$ cat src/rtl/arb_pkg.sv
// Shared constants and FSM state type for the 8-way round-robin arbiter.
// Latency: n/a (types only).
// Backpressure: n/a.
package arb_pkg;
    localparam int N_REQ  = 8;
    localparam int IDX_W  = 3;
    localparam int HOLD_W = 8;

    typedef enum logic {
        IDLE  = 1'b0,
        GRANT = 1'b1
    } state_t;
endpackage

$ cat src/rtl/encoder8x3_behav.sv
// One-hot (or lowest-priority-wins) 8-to-3 binary encoder; all-zero input encodes to 0.
// Latency: combinational.
// Backpressure: none.
module encoder8x3_behav (
    input  logic [7:0] in_oh,
    output logic [2:0] out_idx
);
    always_comb begin
        out_idx = 3'd0;
        for (int i = 0; i < 8; i++) begin
            if (in_oh[i]) out_idx = 3'(i);
        end
    end
endmodule

$ cat src/rtl/rr_pick8.sv
// Rotating-priority picker: first set request scanning from ptr upward, wrapping at 7.
// Latency: combinational.
// Backpressure: none.
module rr_pick8
    import arb_pkg::*;
(
    input  logic [N_REQ-1:0] req,
    input  logic [IDX_W-1:0] ptr,
    output logic [N_REQ-1:0] pick_oh,
    output logic             pick_any
);
    logic [2*N_REQ-1:0] req_dbl;
    logic [N_REQ-1:0]   req_rot;
    logic [N_REQ-1:0]   rot_oh;
    logic [2*N_REQ-1:0] oh_dbl;

    // Rotate so requester ptr sits at bit 0, isolate the lowest set bit, rotate back.
    always_comb begin
        req_dbl  = {req, req} >> ptr;
        req_rot  = req_dbl[N_REQ-1:0];
        rot_oh   = req_rot & (~req_rot + N_REQ'(1));
        oh_dbl   = {rot_oh, rot_oh} << ptr;
        pick_oh  = oh_dbl[2*N_REQ-1:N_REQ];
        pick_any = |req;
    end
endmodule

$ cat src/rtl/rr_arbiter8.sv
// Round-robin arbiter for 8 requesters with registered one-hot grant, index and hold limit.
// Latency: grant registered one edge after request sampled in IDLE; one idle cycle between grants.
// Backpressure: holder keeps the resource until gnt_release, dropped req, or MAX_HOLD expiry.
module rr_arbiter8
    import arb_pkg::*;
#(
    parameter int MAX_HOLD = 16
) (
    input  logic             clk,
    input  logic             rst_n,
    input  logic [N_REQ-1:0] req,
    // "release" is a reserved word in SystemVerilog, hence gnt_release.
    input  logic             gnt_release,
    output logic [N_REQ-1:0] gnt,
    output logic [IDX_W-1:0] gnt_idx,
    output logic             gnt_valid,
    output logic             timeout
);
    localparam bit              HOLD_EN   = (MAX_HOLD != 0);
    localparam logic [HOLD_W-1:0] HOLD_LAST = HOLD_EN ? HOLD_W'(MAX_HOLD - 1) : '0;

    state_t             state_q, state_d;
    logic [IDX_W-1:0]   ptr_q, ptr_d;
    logic [HOLD_W-1:0]  hold_cnt_q, hold_cnt_d;
    logic [N_REQ-1:0]   gnt_q, gnt_d;
    logic [IDX_W-1:0]   gnt_idx_q, gnt_idx_d;
    logic               gnt_valid_q, gnt_valid_d;
    logic               timeout_q, timeout_d;

    logic [N_REQ-1:0]   pick_oh;
    logic               pick_any;
    logic [IDX_W-1:0]   enc_idx;
    logic [IDX_W-1:0]   pick_idx;
    logic               holder_req;
    logic               limit_hit;
    logic               end_cond;

    rr_pick8 u_pick (
        .req      (req),
        .ptr      (ptr_q),
        .pick_oh  (pick_oh),
        .pick_any (pick_any)
    );

    encoder8x3_behav u_enc (
        .in_oh   (pick_oh),
        .out_idx (enc_idx)
    );

    always_comb begin
        pick_idx   = pick_any ? enc_idx : '0;
        holder_req = req[gnt_idx_q];
        limit_hit  = HOLD_EN && (hold_cnt_q == HOLD_LAST);
        end_cond   = gnt_release || !holder_req || limit_hit;
    end

    always_ff @(posedge clk or negedge rst_n) begin
        if (!rst_n) begin
            state_q     <= IDLE;
            ptr_q       <= '0;
            hold_cnt_q  <= '0;
            gnt_q       <= '0;
            gnt_idx_q   <= '0;
            gnt_valid_q <= 1'b0;
            timeout_q   <= 1'b0;
        end else begin
            state_q     <= state_d;
            ptr_q       <= ptr_d;
            hold_cnt_q  <= hold_cnt_d;
            gnt_q       <= gnt_d;
            gnt_idx_q   <= gnt_idx_d;
            gnt_valid_q <= gnt_valid_d;
            timeout_q   <= timeout_d;
        end
    end

    always_comb begin
        state_d = state_q;
        case (state_q)
            IDLE:    if (pick_any) state_d = GRANT;
            GRANT:   if (end_cond) state_d = IDLE;
            default: state_d = IDLE;
        endcase
    end

    always_comb begin
        ptr_d       = ptr_q;
        hold_cnt_d  = hold_cnt_q;
        gnt_d       = gnt_q;
        gnt_idx_d   = gnt_idx_q;
        gnt_valid_d = gnt_valid_q;
        timeout_d   = 1'b0;
        case (state_q)
            IDLE: begin
                if (pick_any) begin
                    gnt_d       = pick_oh;
                    gnt_idx_d   = pick_idx;
                    gnt_valid_d = 1'b1;
                    hold_cnt_d  = '0;
                end
            end
            GRANT: begin
                if (end_cond) begin
                    gnt_d       = '0;
                    gnt_idx_d   = '0;
                    gnt_valid_d = 1'b0;
                    ptr_d       = gnt_idx_q + IDX_W'(1);
                    // Only flag a timeout when the limit alone ended the grant.
                    timeout_d   = limit_hit && !gnt_release && holder_req;
                end else if (hold_cnt_q != '1) begin
                    hold_cnt_d = hold_cnt_q + HOLD_W'(1);
                end
            end
            default: begin
                gnt_d       = '0;
                gnt_idx_d   = '0;
                gnt_valid_d = 1'b0;
            end
        endcase
    end

    always_comb begin
        gnt       = gnt_q;
        gnt_idx   = gnt_idx_q;
        gnt_valid = gnt_valid_q;
        timeout   = timeout_q;
    end
endmodule

$ cat config.mk
export PLATFORM = sky130hd
export DESIGN_NAME = rr_arbiter8
export DESIGN_NICKNAME = d
export VERILOG_FILES = /design/src/rtl/arb_pkg.sv /design/src/rtl/encoder8x3_behav.sv /design/src/rtl/rr_pick8.sv /design/src/rtl/rr_arbiter8.sv
export SDC_FILE = /design/constraint.sdc
export NUM_CORES = 1
export LEC_CHECK = 0
export ABC_AREA = 1
export BUFFER_PORTS_ARGS = -buffer_cell sky130_fd_sc_hd__clkbuf_2
export CAP_MARGIN = 20
export CORE_UTILIZATION = 47
export CTS_CLUSTER_DIAMETER = 200
export DETAILED_ROUTE_END_ITERATION = 8
export GPL_TIMING_DRIVEN = 1
export MAX_ROUTING_LAYER = met4
export PLACE_DENSITY = 0.67
export SKIP_LAST_GASP = 1
export SYNTH_ARGS = -nofsm -noshare
export SYNTH_HDL_FRONTEND = slang
export SYNTH_SLANG_ARGS = --single-unit
export TNS_END_PERCENT = 50
$ cat constraint.sdc
create_clock -name clk -period 2.6 [get_ports clk]
set_input_delay 0.13 -clock clk [delete_from_list [all_inputs] [get_ports clk]]
set_output_delay 0.13 -clock clk [all_outputs]
set_load 0.01 [all_outputs]
==> impl.org <==
** Run status
- The run finished with clean final reports.

** STA
- Smallest hold slack :: 0.115 ns
- Worst Skew :: 0.00633 ns
- Period utilisation layout :: 0.837
- Setup violations remaining at the end of the flow were counted as 0.
- Max-slew violation total from the final report :: 0
- Fmax :: roughly 460 MHz
- Post-route minimum period :: 2.18 ns
- Adding up every negative setup slack in the final design gives 0 ns.
- Slew at the pin with the worst max-slew slack :: roughly 0.7 ns
- Worst slew margin relative to its limit :: 0.538
- RSZ-0062 raised after global routing :: false
- The total count of hold-check failures in the final report came to 0.

** Pwr
- Sw Ratio :: 0.555
- Of the total power, registers draw 0.229.
- Power density relative to cell area :: roughly 1300 nW/um^2
- Switching component of the power :: around 1.6 mW
- The share of total power dissipated in the clock network is 0.081.
- VDD sags by at most 0.000551 V.
- After layout, the design draws a total of roughly 2.9 mW.
- The share of total power dissipated in combinational logic is 0.690.
- The internal portion of the total power is ~1.3 mW.
- The analysis attributes to cell leakage a power of roughly 1.1 nW.

** Hold path
- Type of the most critical hold path :: in -> reg

** Worst setup path
- Crit path arrival time :: 2.34 ns
- The worst register-to-register path begins at ptr_q[0].
- Worst Reg2Reg Path Length in Cells :: 16
- Crit path launch :: ptr_q[0]
- The critical path ends at gnt_idx[1].
- The worst setup path is captured at a register.
- STA classifies the critical path startpoint as a register.
- Endpoint of the lowest-slack register-to-register path :: gnt_idx[1]
- In this run the worst path has a maximum fanout of 17.
- The critical path is of the reg -> reg type.
- Across all register-to-register paths, the minimum setup slack is ~0.42 ns.
- Data on the critical path is required at its endpoint by 2.77 ns.

** Floorplanning
- From bottom edge to top edge, the die measures 67.6 um.
- In this run the core area contains 23 standard-cell rows.
- Starting density of the core :: 0.498
- For this design the top-level I/O count stands at 24.
- The die covers 4560 um^2.
- From left edge to right edge, the die measures 67.6 um.
- After floorplanning, the core was sized to cover 4060 um^2.

** CTS
- The clock reaches the later pin of the worst-skew pair after 0.27 ns.
- In this run, post-CTS repair resized a total of 0 instances.
- After clock tree synthesis, the clock-pin slew on the worst setup and hold paths is 0.09 ns.
- The root buffer cell chosen for the clock tree is sky130_fd_sc_hd__clkbuf_8.
- H-tree level count :: 1
- The clock passes through at most 2 buffers.
- Total clock buffers created by CTS :: 3
- Number of hold-repair buffers added at the cts stage :: 1
- Once the clock tree was built, the setup fixing pass inserted 0 buffers.
- The clock net in this run drives a total of 25 sinks.
- TritonCTS built the clock tree.

** Synth
- After synthesis, the netlist uses 33 different library cells.
- Dividing the synthesized area by the synthesized cell count gives about 6.7 um^2.
- After technology mapping, the gate count stands at 303.
- Number of warnings reported in the yosys synthesis log :: 0
- Post-synthesis net count :: 316
- Number of synthesized register bits :: 25
- Part of the Yosys area used for sequential elements :: 0.310
- The synthesized netlist occupies a cell area of 2020 um^2.

** Place
- Cell Count Post-Placement :: between 300 and 400
- Detailed placement finished with a half-perimeter wire length of 3640 um.
- At the end of routability-driven placement, the weighted congestion stood at 0.828.
- In this run the tool buffered the top-level ports with 23 buffer cells.

** Detailed routing
- Dividing the detail-routed wire length by the instance count gives 12.5 um.
- For this run, design rule violations remaining after detail routing come to 0.
- Post-Route WL :: 4670 um
- In the routed layout, each cell is associated on average with a via count of 5.23.
- Initial drt markers :: 114
- The count of nets left with antenna violations once routing finished came out at 0.
- First-pass detailed-route iteration total :: 6
- Vias after detailed routing :: 1,955

** Final layout
- Registers take 626 um^2.
- Count of placed standard cells in the final layout, fillers left out :: 374
- Commonest non-fill, non-tap cell in the layout :: sky130_fd_sc_hd__nand2_1
- Final net count :: 338
- Most frequent cells in the layout :: 108 x sky130_fd_sc_hd__nand2_1, 46 x sky130_fd_sc_hd__nand3_1, 25 x sky130_fd_sc_hd__dfrtp_1, 23 x sky130_fd_sc_hd__clkbuf_2, 21 x sky130_fd_sc_hd__inv_1
- Share of final-layout standard cells stronger than drive strength 1 :: 0.204
- Area growth from synthesis to layout :: 8.61%
- The multi-input combinational cells in the finished layout cover a total of 1190 um^2.
- Total of fill cells in the finished design :: 429
- 0 antenna diodes ended up in the layout.

** Global routing
- Entering global routing, the biggest net connects 26 pins.
- Global-route wire length before repair :: 7950 um
- For this run, the total global-route usage over all layers was measured as 0.234.
- Antenna violations before repair :: 0
- The number of global-route vias before repair was 1,755.
- Total congestion overflow after global routing :: 0

** Job
- Max Cap Viol :: 0
[flip-flops by register name, summed over array words and instances (netlist names)]
register	flops
gnt_valid	1
state_q	1
gnt	8
hold_cnt_q	8
timeout	1
gnt_idx	3
ptr_q	3
[stage by stage]
step / area (um^2) / util / setup slack (ns)
after floorplan: 2020 / - / 0.800
after CTS: 2190 / 0.541 / 0.438
after global placement: 2130 / 0.526 / 0.447
final: 2190 / 0.541 / 0.425
after global routing: 2190 / 0.541 / 0.183
after detailed placement: 2130 / 0.526 / 0.456
[power by group through the flow]
| stage | sequential, mW | clock (mW) | combinational, mW |
|---|---|---|---|
| finish | 0.672 | 0.239 | 2.03 |
| global route | 0.693 | 0.259 | 2.31 |
| CTS | 0.672 | 0.241 | 2.03 |
| detailed placement | 0.680 | 0 | 2.02 |
| global placement | 0.674 | 0 | 2.01 |
| floorplan | 0.648 | 0 | 1.68 |
[final cells by class]
class / count / share of cell area
Tap cell: 50 / 0.0285
Clock inverter: 1 / 0.00342
Clock buffer: 3 / 0.0188
Timing Repair Buffer: 29 / 0.0742
Inverter: 25 / 0.0451
Sequential cell: 25 / 0.285
Multi-Input combinational cell: 241 / 0.545
[synth_stat cells (all sizes together)]
cell type  count  area [um^2]
a211oi         1         7.51
a21oi          4         20.0
a221oi         1         8.76
a22o           1         8.76
a31oi          1         6.26
and3           1         6.26
buf           10         92.6
clkbuf         2         7.51
clkinv         1         3.75
dfrtp         25          626
ha             2         25.0
inv           24         95.1
nand2        124          521
nand3         55          320
nand4          2         12.5
nor2          23          114
nor3           5         30.0
nor4           1         6.26
o21ai         17         85.1
o22ai          1         6.26
xor2           2         17.5
[how the worst min path moves through the flow]
| stage | startpoint | end | slack (ns) | cells after the start |
|---|---|---|---|---|
| detailed placement | rst_n | gnt_valid | 0.18 | 1 |
| CTS | gnt_release | timeout | 0.11 | 4 |
| floorplan | rst_n | gnt[0] | -0.17 | 0 |
| global placement | rst_n | gnt_valid | 0.19 | 1 |
| finish | gnt_release | timeout | 0.11 | 4 |
| global route | gnt_release | timeout | 0.13 | 4 |
[kinds of logic (layout without fill, tap and decap cells)]
group | after synthesis | after routing | synth area share
simple gates | 211 | 211 | 0.500
buf+inv | 37 | 58 | 0.0985
compound gates | 26 | 26 | 0.0706
flops | 25 | 25 | 0.310
fa+ha+maj | 2 | 2 | 0.0124
xor+xnor | 2 | 2 | 0.00868
[routing by layer]
layer	part of all wire	GRT usage
met1	0.51	0.327
met2	0.45	0.364
met3	0.032	0.0372
met4	0.0056	0.0319
met5	0	-
[worst max-delay path: stages (launching register included)]
cell	delay, ns
sky130_fd_sc_hd__dfrtp_1	0.50
sky130_fd_sc_hd__inv_4	0.22
sky130_fd_sc_hd__nand2_1	0.10
sky130_fd_sc_hd__nand3_1	0.08
sky130_fd_sc_hd__nand2_1	0.07
sky130_fd_sc_hd__nand2_1	0.07
sky130_fd_sc_hd__nand2_2	0.13
sky130_fd_sc_hd__nand2_4	0.12
sky130_fd_sc_hd__nor2_4	0.04
sky130_fd_sc_hd__nand2_1	0.07
sky130_fd_sc_hd__nand2_1	0.08
sky130_fd_sc_hd__nand3_2	0.08
sky130_fd_sc_hd__nand3_1	0.07
sky130_fd_sc_hd__nand2_1	0.13
sky130_fd_sc_hd__nand2_1	0.08
sky130_fd_sc_hd__o21ai_1	0.16
sky130_fd_sc_hd__nand2_1	0.07
No activity file was read; power rests on OpenSTA's default activity.
